**config.mk**
```make
export PLATFORM = sky130hd
export DESIGN_NAME = mem_bus_master
export DESIGN_NICKNAME = d
export VERILOG_FILES = /design/src/rtl/mem_bus_master.sv
export SDC_FILE = /design/constraint.sdc
export NUM_CORES = 1
export LEC_CHECK = 0
export ABC_AREA = 1
export CAP_MARGIN = 10
export CORE_MARGIN = 2
export CORE_UTILIZATION = 44
export DETAILED_ROUTE_END_ITERATION = 6
export GPL_TIMING_DRIVEN = 0
export PLACE_DENSITY = 0.79
export SYNTH_ARGS = -nofsm -noshare
export SYNTH_HDL_FRONTEND = slang
export SYNTH_SLANG_ARGS = --single-unit
```
**constraint.sdc**
```tcl
create_clock -name clk -period 1.65 [get_ports clk]
set_clock_uncertainty 0.1 [all_clocks]
set_input_delay 0.4125 -clock clk [delete_from_list [all_inputs] [get_ports clk]]
set_output_delay 0.4125 -clock clk [all_outputs]
set_load 0.02 [all_outputs]
```
**src/rtl/mem_bus_master.sv**
```systemverilog
// Memory bus master: turns a CPU request into single or 4-beat wrapped
// memory accesses with a per-beat timeout. All outputs come straight from flops.
module mem_bus_master #(
   parameter int TIMEOUT   = 15,
   parameter int BURST_LEN = 4
) (
   input  logic        clk,
   input  logic        clrn,
   input  logic        req,
   input  logic        wr,
   input  logic        burst,
   input  logic [31:0] addr,
   input  logic [31:0] wdata,
   output logic [31:0] rdata,
   output logic        rvalid,
   output logic        done,
   output logic        err,
   output logic        busy,
   output logic [31:0] m_a,
   output logic [31:0] m_din,
   input  logic [31:0] m_dout,
   output logic        m_strobe,
   output logic        m_rw,
   input  logic        m_ready
);

   localparam logic [7:0] TIMEOUT_LAST = 8'(TIMEOUT - 1);
   localparam logic [1:0] LAST_BEAT    = 2'(BURST_LEN - 1);

   typedef enum logic [1:0] {IDLE, STROBE, GAP} state_t;

   state_t      state_q, state_d;
   logic [7:0]  cnt_q, cnt_d;
   logic [1:0]  beat_q, beat_d;
   logic [29:0] base_q, base_d;
   logic        burst_q, burst_d;
   logic [31:0] rdata_q, rdata_d;
   logic        rvalid_q, rvalid_d;
   logic        done_q, done_d;
   logic        err_q, err_d;
   logic        busy_q, busy_d;
   logic [31:0] m_a_q, m_a_d;
   logic [31:0] m_din_q, m_din_d;
   logic        m_strobe_q, m_strobe_d;
   logic        m_rw_q, m_rw_d;

   logic [1:0]  next_word;
   logic        last_beat;
   logic        unused_addr_bits;

   assign unused_addr_bits = ^addr[1:0];
   assign next_word        = base_q[1:0] + beat_q;
   assign last_beat        = !burst_q || (beat_q == LAST_BEAT);

   // Next-state logic: accept in IDLE, wait for ready or timeout in STROBE,
   // one strobe-free cycle in GAP before the next word of the line.
   always_comb begin
      state_d    = state_q;
      cnt_d      = cnt_q;
      beat_d     = beat_q;
      base_d     = base_q;
      burst_d    = burst_q;
      rdata_d    = rdata_q;
      rvalid_d   = 1'b0;
      done_d     = 1'b0;
      err_d      = 1'b0;
      busy_d     = busy_q;
      m_a_d      = m_a_q;
      m_din_d    = m_din_q;
      m_strobe_d = m_strobe_q;
      m_rw_d     = m_rw_q;
      case (state_q)
         IDLE: begin
            busy_d = 1'b0;
            // the completion cycle itself never accepts a new request
            if (req && !done_q && !err_q) begin
               state_d    = STROBE;
               burst_d    = burst & ~wr;
               base_d     = addr[31:2];
               beat_d     = 2'd0;
               cnt_d      = 8'd0;
               m_strobe_d = 1'b1;
               m_rw_d     = wr;
               m_din_d    = wdata;
               m_a_d      = {addr[31:2], 2'b00};
               busy_d     = 1'b1;
            end
         end
         STROBE: begin
            if (m_ready) begin
               m_strobe_d = 1'b0;
               cnt_d      = 8'd0;
               if (!m_rw_q) begin
                  rdata_d  = m_dout;
                  rvalid_d = 1'b1;
               end
               if (last_beat) begin
                  done_d  = 1'b1;
                  state_d = IDLE;
               end else begin
                  beat_d  = beat_q + 2'd1;
                  state_d = GAP;
               end
            end else if (cnt_q == TIMEOUT_LAST) begin
               m_strobe_d = 1'b0;
               cnt_d      = 8'd0;
               err_d      = 1'b1;
               state_d    = IDLE;
            end else begin
               cnt_d = cnt_q + 8'd1;
            end
         end
         GAP: begin
            state_d    = STROBE;
            cnt_d      = 8'd0;
            m_strobe_d = 1'b1;
            m_a_d      = {base_q[29:2], next_word, 2'b00};
         end
         default: begin
            state_d = IDLE;
         end
      endcase
   end

   // State and output registers with synchronous active-low clear.
   always_ff @(posedge clk) begin
      if (!clrn) begin
         state_q    <= IDLE;
         cnt_q      <= 8'd0;
         beat_q     <= 2'd0;
         base_q     <= 30'd0;
         burst_q    <= 1'b0;
         rdata_q    <= 32'd0;
         rvalid_q   <= 1'b0;
         done_q     <= 1'b0;
         err_q      <= 1'b0;
         busy_q     <= 1'b0;
         m_a_q      <= 32'd0;
         m_din_q    <= 32'd0;
         m_strobe_q <= 1'b0;
         m_rw_q     <= 1'b0;
      end else begin
         state_q    <= state_d;
         cnt_q      <= cnt_d;
         beat_q     <= beat_d;
         base_q     <= base_d;
         burst_q    <= burst_d;
         rdata_q    <= rdata_d;
         rvalid_q   <= rvalid_d;
         done_q     <= done_d;
         err_q      <= err_d;
         busy_q     <= busy_d;
         m_a_q      <= m_a_d;
         m_din_q    <= m_din_d;
         m_strobe_q <= m_strobe_d;
         m_rw_q     <= m_rw_d;
      end
   end

   assign rdata    = rdata_q;
   assign rvalid   = rvalid_q;
   assign done     = done_q;
   assign err      = err_q;
   assign busy     = busy_q;
   assign m_a      = m_a_q;
   assign m_din    = m_din_q;
   assign m_strobe = m_strobe_q;
   assign m_rw     = m_rw_q;

endmodule

```
* After elaboration in Yosys (flattened, before gate mapping)
Index checks and enable logic that the tools add are counted.
** Storage, ports and cells
- Flip-flop bits (word level) :: 145
- Output and inout bits :: 102
- Input bits :: 102
- Word-level logic and storage cells :: 72
** Cells by class
- Add/sub/neg operators :: 3
- Equality and inequality tests :: 8
- Reductions and logical operators :: 19
- Bitwise logic cells :: 5
- Muxes and demuxes :: 23
** Operator list (number)
- 32-bit case mux with 2 select lines :: 1
- 32-bit 2-to-1 mux :: 1
- 8-bit 2-to-1 mux :: 3
- 8-bit case mux with 3 select lines :: 1
- 2-bit 2-to-1 mux :: 7
- 3-bit AND reduction :: 3
- 8-bit by 1-bit adder with 8-bit output (second input constant) :: 1
- 8-bit by 4-bit equality test with 1-bit output (second input constant) :: 1
- 2-bit AND reduction :: 4
- 1-bit 2-to-1 mux :: 7
- 2-bit inequality test (second input constant) :: 3
- 2-bit case mux with 3 select lines :: 1
- 2-bit equality test (second input constant) :: 2
- 1-bit inverter :: 4
- 2-bit case mux with 2 select lines :: 1
- 4-bit AND reduction :: 1
- 2-bit nonzero test :: 2
- 1-bit logical NOT :: 3
- 3-bit inequality test (second input constant) :: 1
- 1-bit case mux with 3 select lines :: 1
- 3-bit nonzero test :: 1
- 3-bit OR reduction :: 1
- 2-bit by 1-bit adder with 2-bit output (second input constant) :: 1
- 2-bit adder :: 1
- other kinds (5) :: 6

* Logic depth before layout (Yosys ltp)
Gate-level depths: netlist of run 1.
- Depth in word-level cells :: 5
- Mapped depth :: 9
- Mapped depth without buffers :: 9

* Least setup slack after synthesis of run 1
No wires, ideal clock.
- Kind :: reg2reg
- Start :: register err_q, in the netlist err
- End :: register m_strobe_q, in the netlist m_strobe
- Path buffers :: 2
- Arrival :: 1.212 ns
- Library setup time :: 0.117 ns
- Setup slack :: 0.221 ns
- Cell stages (with the launch flop) :: 8
- Data required time :: 1.433 ns
- Cells stage by stage :: dfxtp_1 > inv_1 > nand3_1 > nor2_4 > buf_4 > buf_6 > o21ai_1 > nand2_1
** Between the ends
- Cells in the longest elaborated chain, start to end :: 4
** Ends and longest elaborated chain
- start: declaration :: RTL line 40 : logic err_q, err_d;
- start signal: assignment :: RTL line 151 : err_q <= err_d;
- 1-bit logical NOT :: RTL line 76 : if (req && !done_q && !err_q) begin
- 1-bit logical AND :: RTL line 76
- 2-bit inequality test (no source line)
- 3-bit AND reduction (no source line)
- end signal: assignment :: RTL line 155 : m_strobe_q <= m_strobe_d;
- end: declaration :: RTL line 44 : logic m_strobe_q, m_strobe_d;
No other way between the ends.
A chain may end at the register's enable or synchronous reset.

* Final worst setup path of run 1
- Start :: register rdata_q[5], in the netlist rdata[5]
- End :: output rdata[5]
** RTL lines
- start: declaration :: RTL line 37 : logic [31:0] rdata_q, rdata_d;
- start signal: assignment :: RTL line 148 : rdata_q <= rdata_d;
- end: declaration :: RTL line 14 : output logic [31:0] rdata,
No word-level cell between the ends.

==> qor.yml, run 1 <==
dieArea_sq_um: 13500
crit_buf_inv: 1
yosysUniqueCellTypes: 28
grt_max_degree: 17
rr_startpoint: "state_q[1]"
overflow: 0
grt_pass1_wl_microns: 24900
final_cell_area_sq_um: 8200
rsz0062_at_grt: "true"
start_util: 0.456
drv_slew: 0
place.detailed.hpwl_microns: 11400
fmax_mhz: 620
hold_end: "m_a[21]"
drive_gt1_frac: 0.0825
fin_ws_ns: 0.0381
whs_path_depth: 2
synth.avg_cell_area_sq_um: 7.75
num_rows: 40
grt_pass1_vias: 5066
synth-seq-cells: 143
fin_setup_tns_ns: 0
slew_headroom: 0.637
power_density_nw_per_um2: 1070
status: "completed"
dr.pass1.iters: 5
detail-route-antenna-nets: 0
syn_inst: 715
clock_path_buffers: 2
worst_pin_slew_ns: 0.544
reg2reg_slack_ns: 0.14
cts_tree: "done"
crit_slowest_cell: "dlygate4sd2_1"
critical_path_class: "reg2out"
place_congestion: 0.865
cpPeakStageDelay_ns: 0.36
cts-htree-levels: 4
numCtsBuffers: 17
crit_path_end_kind: "output port"
antennaDiodeCount: 0
worstPathArrival_ns: 1.10
chipWidth_microns: 116
cellLeakagePower_nw: 3.60
clock_latency_ns: 0.41
grt_usage: 0.238
cap_violations: 0
root_buffer: "clkbuf_16"
drt_iter0_drc: 348
drt_wl_total_microns: 15600
min_period_over_period: 0.977
fillCellCount: 1094
grt_antenna_before_repair: 0
cp_max_fo: 2
hold_viol: 0
path_clk_slew_ns: 0.06
start_kind: "flip-flop"
syn_to_final_growth_pct: 47.9
seq_area_frac_synth: 0.517
numPortBuffers: 198
power_mw: 8.78
worstPathCellList: "dlygate4sd2_1"
die_y_microns: 116
viasPerCell: 4.79
cpLargestDelayFamily: "buffers and inverters"
core_sq_um: 12200
setup_viol: 0
cts.sinks: 143
hold_path.startpoint: "m_a[21]"
ios: 204
yosysWarnings: 0
ctsHoldBuffers: 0
placed_area_sq_um: 7740
vdd.ir_drop.worst_uv: 686
required_ns: 1.14
hp-class: "reg2reg"
wl_per_cell_microns: 14.0
worstRegToRegCells: 9
vias: 5334
min_period_ns: 1.61
regToRegEndpoint: "rdata[16]"
dp_slack_ns: -0.464
synth_area_sq_um: 5540
route.detailed.drc: 0
final_nets: 1039
[timing repair]
item                       4_1_cts  5_1_grt
pin swaps                        0        1
gates cloned                     0        0
setup endpoints to repair      110      107
setup buffers                    0        0
resized for setup              108       45
[how the worst max path moves through the flow]
stage	cells past startpoint	to	start	slack (ns)
2_1_floorplan	7	m_strobe	err	0.22
3_3_place_gp	6	m_a[13]	req	-0.44
3_5_place_dp	6	m_a[9]	req	-0.46
4_1_cts	1	err	err	0.001
5_1_grt	8	base_q[19]	req	-0.02
6_report	1	rdata[5]	rdata[5]	0.04
[flip-flops by register name, summed over array words and instances (netlist names)]
signal    flops
done          1
burst_q       1
err           1
rdata        32
m_rw          1
cnt_q         8
m_din        32
rvalid        1
m_strobe      1
base_q       30
beat_q        2
m_a          30
state_q       2
busy          1
[layout make-up]
cell class / count / area [sq um] / area share
Inverter: 24 / 90.1 / 0.0110
Buffer: 46 / 313 / 0.0382
Sequential cell: 143 / 2870 / 0.350
Tap cell: 168 / 210 / 0.0256
Clock buffer: 24 / 452 / 0.0551
Timing Repair Buffer: 198 / 1870 / 0.228
Multi-Input combinational cell: 503 / 2310 / 0.282
Clock inverter: 8 / 90.1 / 0.0110
[cell families after synthesis]
kind of cell / Yosys count / synth area share
AND/OR/NAND/NOR: 333 / 0.241
AO/OA/AOI/OAI: 163 / 0.160
flip-flops: 143 / 0.517
buffers and inverters: 70 / 0.0702
adder cells (fa/ha/maj): 4 / 0.00903
XOR/XNOR: 1 / 0.00158
other: 1 / 0.000677
[synth_stat cells]
cell type	count	share of area
nand3_1	19	0.017
o21ai_0	51	0.046
nor4_1	1	0.0011
nor3_2	1	0.0018
nand2_1	152	0.10
clkbuf_1	16	0.011
ha_1	4	0.0090
a21boi_1	10	0.014
a21boi_0	19	0.026
buf_2	8	0.0072
inv_1	19	0.013
buf_1	2	0.0014
nand3_2	1	0.0018
nor3_1	2	0.0018
nor2_1	149	0.10
inv_2	5	0.0034
buf_6	11	0.022
o21ai_1	16	0.014
conb_1	1	0.00068
nand3b_1	2	0.0027
a21oi_1	67	0.061
buf_4	9	0.012
xor2_1	1	0.0016
dfxtp_1	143	0.52
nor2_4	2	0.0041
nor2_2	2	0.0023
nor2_8	1	0.0036
nand2_2	1	0.0011
[placed cells by master, fill, tap and decap left out]
master,n
inv_2,5
nor2_4,3
nand3b_1,2
inv_1,19
nand2_2,2
dfxtp_1,141
o21ai_0,49
o21ai_1,18
dlygate4sd2_1,71
nor3_2,1
nor2_1,148
ha_1,4
clkinv_2,6
a21oi_1,67
buf_2,7
clkbuf_4,2
dfxtp_2,2
nand3_1,18
buf_1,2
a21boi_0,19
nor4_1,1
nor2_8,1
conb_1,2
clkdlybuf4s50_1,98
clkbuf_1,21
buf_4,9
nor2_2,2
nand2_1,151
clkdlybuf4s15_1,24
clkbuf_2,5
bufinv_16,2
a21boi_1,10
xor2_1,1
buf_6,12
clkbuf_16,17
nor3_1,2
nand3_2,2
[routing by layer]
metal / wire length (microns) / vias up / global-route usage
li1: - / 2745 / -
met1: 6710 / 2425 / 0.288
met2: 7640 / 134 / 0.400
met3: 807 / 30 / 0.0618
met4: 445 / 0 / 0.103
met5: 0 / - / 0
[per-stage QoR]
stage	std cells	hold WS, ns	utilization
CTS	1114	0.361	0.671
global route	1114	0.381	0.674
detailed placement	1082	0.355	0.636
floorplan	716	0.344	-
global placement	1082	0.350	0.636
finish	1114	0.358	0.674
[power by group]
part           switching, mW  total (mW)  internal, mW
logic                  0.791        1.42         0.625
registers              0.119        3.81          3.70
clock network           1.34        3.55          2.21
total                   2.25        8.78          6.53
(Power assumes the default switching activity.)
==> run 2: changes to the inputs <==
--- a/config.mk
+++ b/config.mk
@@ -8,10 +8,12 @@
 export ABC_AREA = 1
 export CAP_MARGIN = 10
 export CORE_MARGIN = 2
-export CORE_UTILIZATION = 44
+export CORE_UTILIZATION = 58
+export CTS_BUF_LIST = sky130_fd_sc_hd__clkbuf_8 sky130_fd_sc_hd__clkbuf_16
 export DETAILED_ROUTE_END_ITERATION = 6
+export DONT_BUFFER_PORTS = 1
 export GPL_TIMING_DRIVEN = 0
-export PLACE_DENSITY = 0.79
+export PLACE_DENSITY = 0.74
 export SYNTH_ARGS = -nofsm -noshare
 export SYNTH_HDL_FRONTEND = slang
 export SYNTH_SLANG_ARGS = --single-unit
==> run 2 against run 1 <==
Effect of this change: via count rose by 0.60%; maximum frequency barely moved; final cell count fell by 13%; global-route usage rose by 6.7 points; die area fell by 23%; sequential power rose by 7.3%; highest routed layer unchanged; register-to-register slack got worse by 0.08 ns; clock power rose by 19%.
==> qor.yml, run 2 (synthesis gave the netlist of run 1 again) <==
syn_to_final_growth_pct: 32.9
cellLeakagePower_nw: 3.02
pwr-share-comb: 0.099
clock_latency_ns: 0.51
swShare: 0.256
grt_antenna_before_repair: 0
antennaDiodeCount: 0
chipWidth_microns: 102
mostFrequentLayoutCell: "nand2_1"
final_nets: 938
hp-class: "in2reg"
route.detailed.drc: 0
fmax_mhz: 621
slew_headroom: 0.611
min_period_ns: 1.61
drt_iter0_drc: 231
drive_gt1_frac: 0.0936
setup_viol: 0
place.detailed.hpwl_microns: 9890
min_period_over_period: 0.976
p_clk_frac: 0.458
grt_usage: 0.305
wl_per_cell_microns: 16.6
clock_path_buffers: 2
numCtsBuffers: 17
grt_max_degree: 17
num_rows: 35
cap_violations: 0
worst_pin_slew_ns: 0.584
root_buffer: "clkbuf_8"
p_sw_mw: 2.37
multiInputGateArea_sq_um: 2310
ios: 204
status: "completed"
overflow: 0
critical_path_class: "reg2out"
cts_setup_buffers: 0
grt_pass1_wl_microns: 24700
worstPathArrival_ns: 1.10
detail-route-antenna-nets: 0
dieArea_sq_um: 10400
drv_slew: 0
numPortBuffers: 0
power_density_nw_per_um2: 1250
viasPerCell: 5.51
path_clk_slew_ns: 0.06
p_int_mw: 6.86
die_y_microns: 102
placed_area_sq_um: 5710
hold_viol: 0
vdd.ir_drop.worst_uv: 982
fin_util: 0.797
final_cell_area_sq_um: 7360
vias: 5366
crit_path_end_kind: "output port"
place_congestion: 0.810
dr.pass1.iters: 5
core_sq_um: 9240
fin_setup_tns_ns: 0
grt_pass1_vias: 5224
fin_hold_ws_ns: 0.00909
final_cell_mix: "150 x nand2_1, 149 x nor2_1, 140 x dfxtp_1"
start_kind: "flip-flop"
drt_wl_total_microns: 16200
fillCellCount: 600
cts.sinks: 143
regArea_sq_um: 2870
required_ns: 1.14
start_util: 0.600
cts_tree: "done"
seq_power_share: 0.443
cts-htree-levels: 4
cp_max_fo: 3
[run 2: changes by cell type in the layout (fill, tap and decap cells not counted), sizes merged, moves of 3 or more]
cell,before,now
clkdlybuf4s50,98,0
dlygate4sd3,0,97
dlygate4sd2,71,0
clkdlybuf4s15,24,0
clkbuf,45,36
bufinv,2,6
inv,24,28
buf,30,27
[run 2: worst paths after layout]
path	depth (start not counted)	endpoint	slack (ns)	from
worst max-delay path	0	m_rw	0.04	m_rw
worst max register to register	6	base_q[12]	0.06	state_q[1]
worst min register to register	2	base_q[5]	0.37	base_q[5]
worst min-delay path	2	m_a[13]	0.009	addr[13]
[run 2: per-layer routing]
layer  part of all wire  GRT usage  vias to the layer above
li1                   -          -                     2535
met4              0.033      0.154                        0
met5                  0          0                        -
met2               0.50      0.531                      231
met3              0.074     0.0883                       51
met1               0.39      0.337                     2549
[run 2: area by class of cell]
class,count,share of cell area
Sequential cell,143,0.389
Multi-Input combinational cell,503,0.314
Timing Repair Buffer,97,0.132
Clock buffer,17,0.0562
Buffer,46,0.0423
Clock inverter,14,0.0323
Tap cell,129,0.0219
Inverter,24,0.0122
[run 2: through the flow]
stage	instances	setup slack [ns]	power, mW
finish	973	0.0395	9.23
global route	973	-0.0101	9.50
CTS	973	0.0157	9.21
detailed placement	845	-0.0927	4.83
global placement	845	-0.0656	4.79
floorplan	716	0.221	4.64
[run 2: timing repair]
item                                    4_1_cts  5_1_grt
endpoints found under the setup margin       49       53
gates resized for setup                       3       10
hold buffers                                 97        0
endpoints found under the hold margin       108        0
[run 2: power groups by stage]
stage / clock (mW) / combinational, mW / sequential (mW)
finish: 4.22 / 0.918 / 4.09
global route: 4.38 / 1.01 / 4.11
CTS: 4.26 / 0.877 / 4.08
detailed placement: 0 / 0.677 / 4.15
global placement: 0 / 0.649 / 4.15
floorplan: 0 / 0.535 / 4.10
==> run 3: changes to the inputs <==
--- a/config.mk
+++ b/config.mk
@@ -8,7 +8,7 @@
 export ABC_AREA = 1
 export CAP_MARGIN = 10
 export CORE_MARGIN = 2
-export CORE_UTILIZATION = 58
+export CORE_UTILIZATION = 56
 export CTS_BUF_LIST = sky130_fd_sc_hd__clkbuf_8 sky130_fd_sc_hd__clkbuf_16
 export DETAILED_ROUTE_END_ITERATION = 6
 export DONT_BUFFER_PORTS = 1
==> constraint.sdc (replaced) <==
create_clock -name clk -period 1.4 [get_ports clk]
set_clock_uncertainty 0.1 [all_clocks]
set_input_delay 0.35 -clock clk [delete_from_list [all_inputs] [get_ports clk]]
set_output_delay 0.35 -clock clk [all_outputs]
set_load 0.02 [all_outputs]
==> run 3 against run 2 <==
Effect of this change: the flow now finishes with violations (negative setup slack); cell area increased by 18%; setup slack got worse by 0.27 ns; global-route usage increased by 0.44 points; via count increased by 15%; routed wire length increased by 39%; largest cell class unchanged; largest power group unchanged.
==> qor.yml, run 3 (synthesis gave the netlist of run 1 again) <==
chipWidth_microns: 103
die_y_microns: 103
cpPeakStageDelay_ns: 0.37
cp_max_fo: 6
core_sq_um: 9680
rr_startpoint: "state_q[1]"
dieArea_sq_um: 10700
wl_per_cell_microns: 22.2
fin_setup_tns_ns: -12.84
ios: 204
grt_max_degree: 17
hold_viol: 0
cpLargestDelayFamily: "simple AND/OR/NAND/NOR gates"
numPortBuffers: 0
fin_util: 0.895
crit_start: "state_q[1]"
cts.sinks: 143
drt_wl_total_microns: 22500
status: "complete, but fails checks"
fin_ws_ns: -0.226
rsz0062_at_grt: "true"
worstSetupPathDepth: 9
p_int_mw: 8.85
worstPathArrival_ns: 1.99
p_clk_frac: 0.459
syn_to_final_growth_pct: 56.5
vias: 6149
fmax_mhz: 615
power_mw: 12.0
start_kind: "flip-flop"
cts_tree: "done"
worstPathCellList: "inv_4 -> nand2_4 -> inv_4 -> nand2_4 -> nor2_8 -> buf_4 -> buf_6 -> o21ai_0 -> nor2_1"
grt_antenna_before_repair: 1
hp-class: "in2reg"
pwr-share-comb: 0.135
grt_usage: 0.309
start_util: 0.572
root_buffer: "clkbuf_8"
final_cell_mix: "121 x nand2_1, 106 x nor2_1, 97 x dlygate4sd3_1"
power_density_nw_per_um2: 1380
cellLeakagePower_nw: 3.41
regToRegEndpoint: "rdata[4]"
slew_headroom: 0.513
final_nets: 974
p_sw_mw: 3.15
min_period_over_period: 1.16
violations: "negative setup slack"
clock_latency_ns: 0.54
viasPerCell: 6.07
mostFrequentLayoutCell: "nand2_1"
critical_path_class: "reg2reg"
vdd.ir_drop.worst_uv: 1100
reg2reg_slack_ns: -0.23
required_ns: 1.76
endpoint: "rdata[4]"
min_period_ns: 1.63
cts-htree-levels: 4
clock_path_buffers: 2
drv_slew: 0
place_congestion: 0.842
seq_power_share: 0.406
crit_path_end_kind: "flip-flop"
numCtsBuffers: 17
cap_violations: 0
setup_viol: 140
grt_pass1_wl_microns: 25300
crit_buf_inv: 4
overflow: 0
route.detailed.drc: 0
crit_slowest_cell: "dfxtp_4"
grt_pass1_vias: 5372
detail-route-antenna-nets: 0
worst_pin_slew_ns: 0.730
drt_iter0_drc: 493
path_clk_slew_ns: 0.06
drive_gt1_frac: 0.358
num_rows: 36
worstRegToRegCells: 9
dr.pass1.iters: 5
fillCellCount: 391
place.detailed.hpwl_microns: 10100
swShare: 0.263
[run 3: cell count changes in the layout (fill, tap and decap cells not counted), sizes merged]
cell      change
buf          +36
inv           -5
clkbuf        +3
bufinv        +2
clkinv        -2
clkinvlp      +1
diode         +1
[run 3: metrics by stage]
step | cells | hold slack, ns | worst slack [ns] | instance area (sq um)
2_1_floorplan | 716 | 0.321 | 0.0102 | 5550
3_3_place_gp | 849 | 0.325 | -0.246 | 5710
3_5_place_dp | 849 | 0.328 | -0.274 | 5710
4_1_cts | 983 | 0.119 | -0.0954 | 7680
5_1_grt | 1013 | 0.231 | -0.411 | 8670
6_report | 1013 | 0.218 | -0.226 | 8670
[run 3: power groups by stage]
stage | sequential, mW | combinational [mW] | clock [mW]
2_1_floorplan | 4.84 | 0.631 | 0
3_5_place_dp | 4.90 | 0.800 | 0
5_1_grt | 4.90 | 1.72 | 5.69
6_report | 4.87 | 1.62 | 5.51
3_3_place_gp | 4.89 | 0.764 | 0
4_1_cts | 4.85 | 1.12 | 5.45
[run 3: how the worst min path moves through the flow]
stage / startpoint / endpoint / slack, ns / depth (start not counted)
2_1_floorplan: m_ready / err / 0.32 / 1
3_3_place_gp: m_ready / err / 0.32 / 1
3_5_place_dp: m_ready / err / 0.33 / 1
4_1_cts: clrn / state_q[0] / 0.12 / 3
5_1_grt: req / cnt_q[7] / 0.23 / 6
6_report: req / base_q[1] / 0.22 / 5
[run 3: final cells by class]
| type | instances | area [sq um] | area share |
|---|---|---|---|
| diodes | 1 | 2.50 | 0.000289 |
| plain buffers | 46 | 415 | 0.0479 |
| clock buffers | 20 | 455 | 0.0525 |
| clock inverters | 10 | 256 | 0.0296 |
| inverters | 24 | 110 | 0.0127 |
| multi-input cells | 503 | 2760 | 0.318 |
| flip-flops and latches | 143 | 3110 | 0.358 |
| well taps | 133 | 166 | 0.0192 |
| repair buffers | 133 | 1400 | 0.162 |
[run 3: metal layers]
| layer | GRT usage | share of wire |
|---|---|---|
| met2 | 0.544 | 0.50 |
| met4 | 0.174 | 0.060 |
| met1 | 0.324 | 0.34 |
| met5 | 0 | 0 |
| met3 | 0.0995 | 0.10 |
[run 3: worst reg2reg max path, delay by kind of cell (launching register included)]
family | cells | cell delay [ns]
AND/OR/NAND/NOR | 4 | 0.55
buffers and inverters | 4 | 0.40
flip-flops | 1 | 0.37
AO/OA/AOI/OAI | 1 | 0.14
[run 3: timing repair]
| item | 4_1_cts | 5_1_grt |
|---|---|---|
| setup endpoints to repair | 236 | 180 |
| hold endpoints to repair | 133 | 0 |
| setup buffers | 4 | 20 |
| pin swaps | 6 | 24 |
| hold buffers | 97 | 0 |
| resized for setup | 139 | 234 |
| cloned | 3 | 10 |
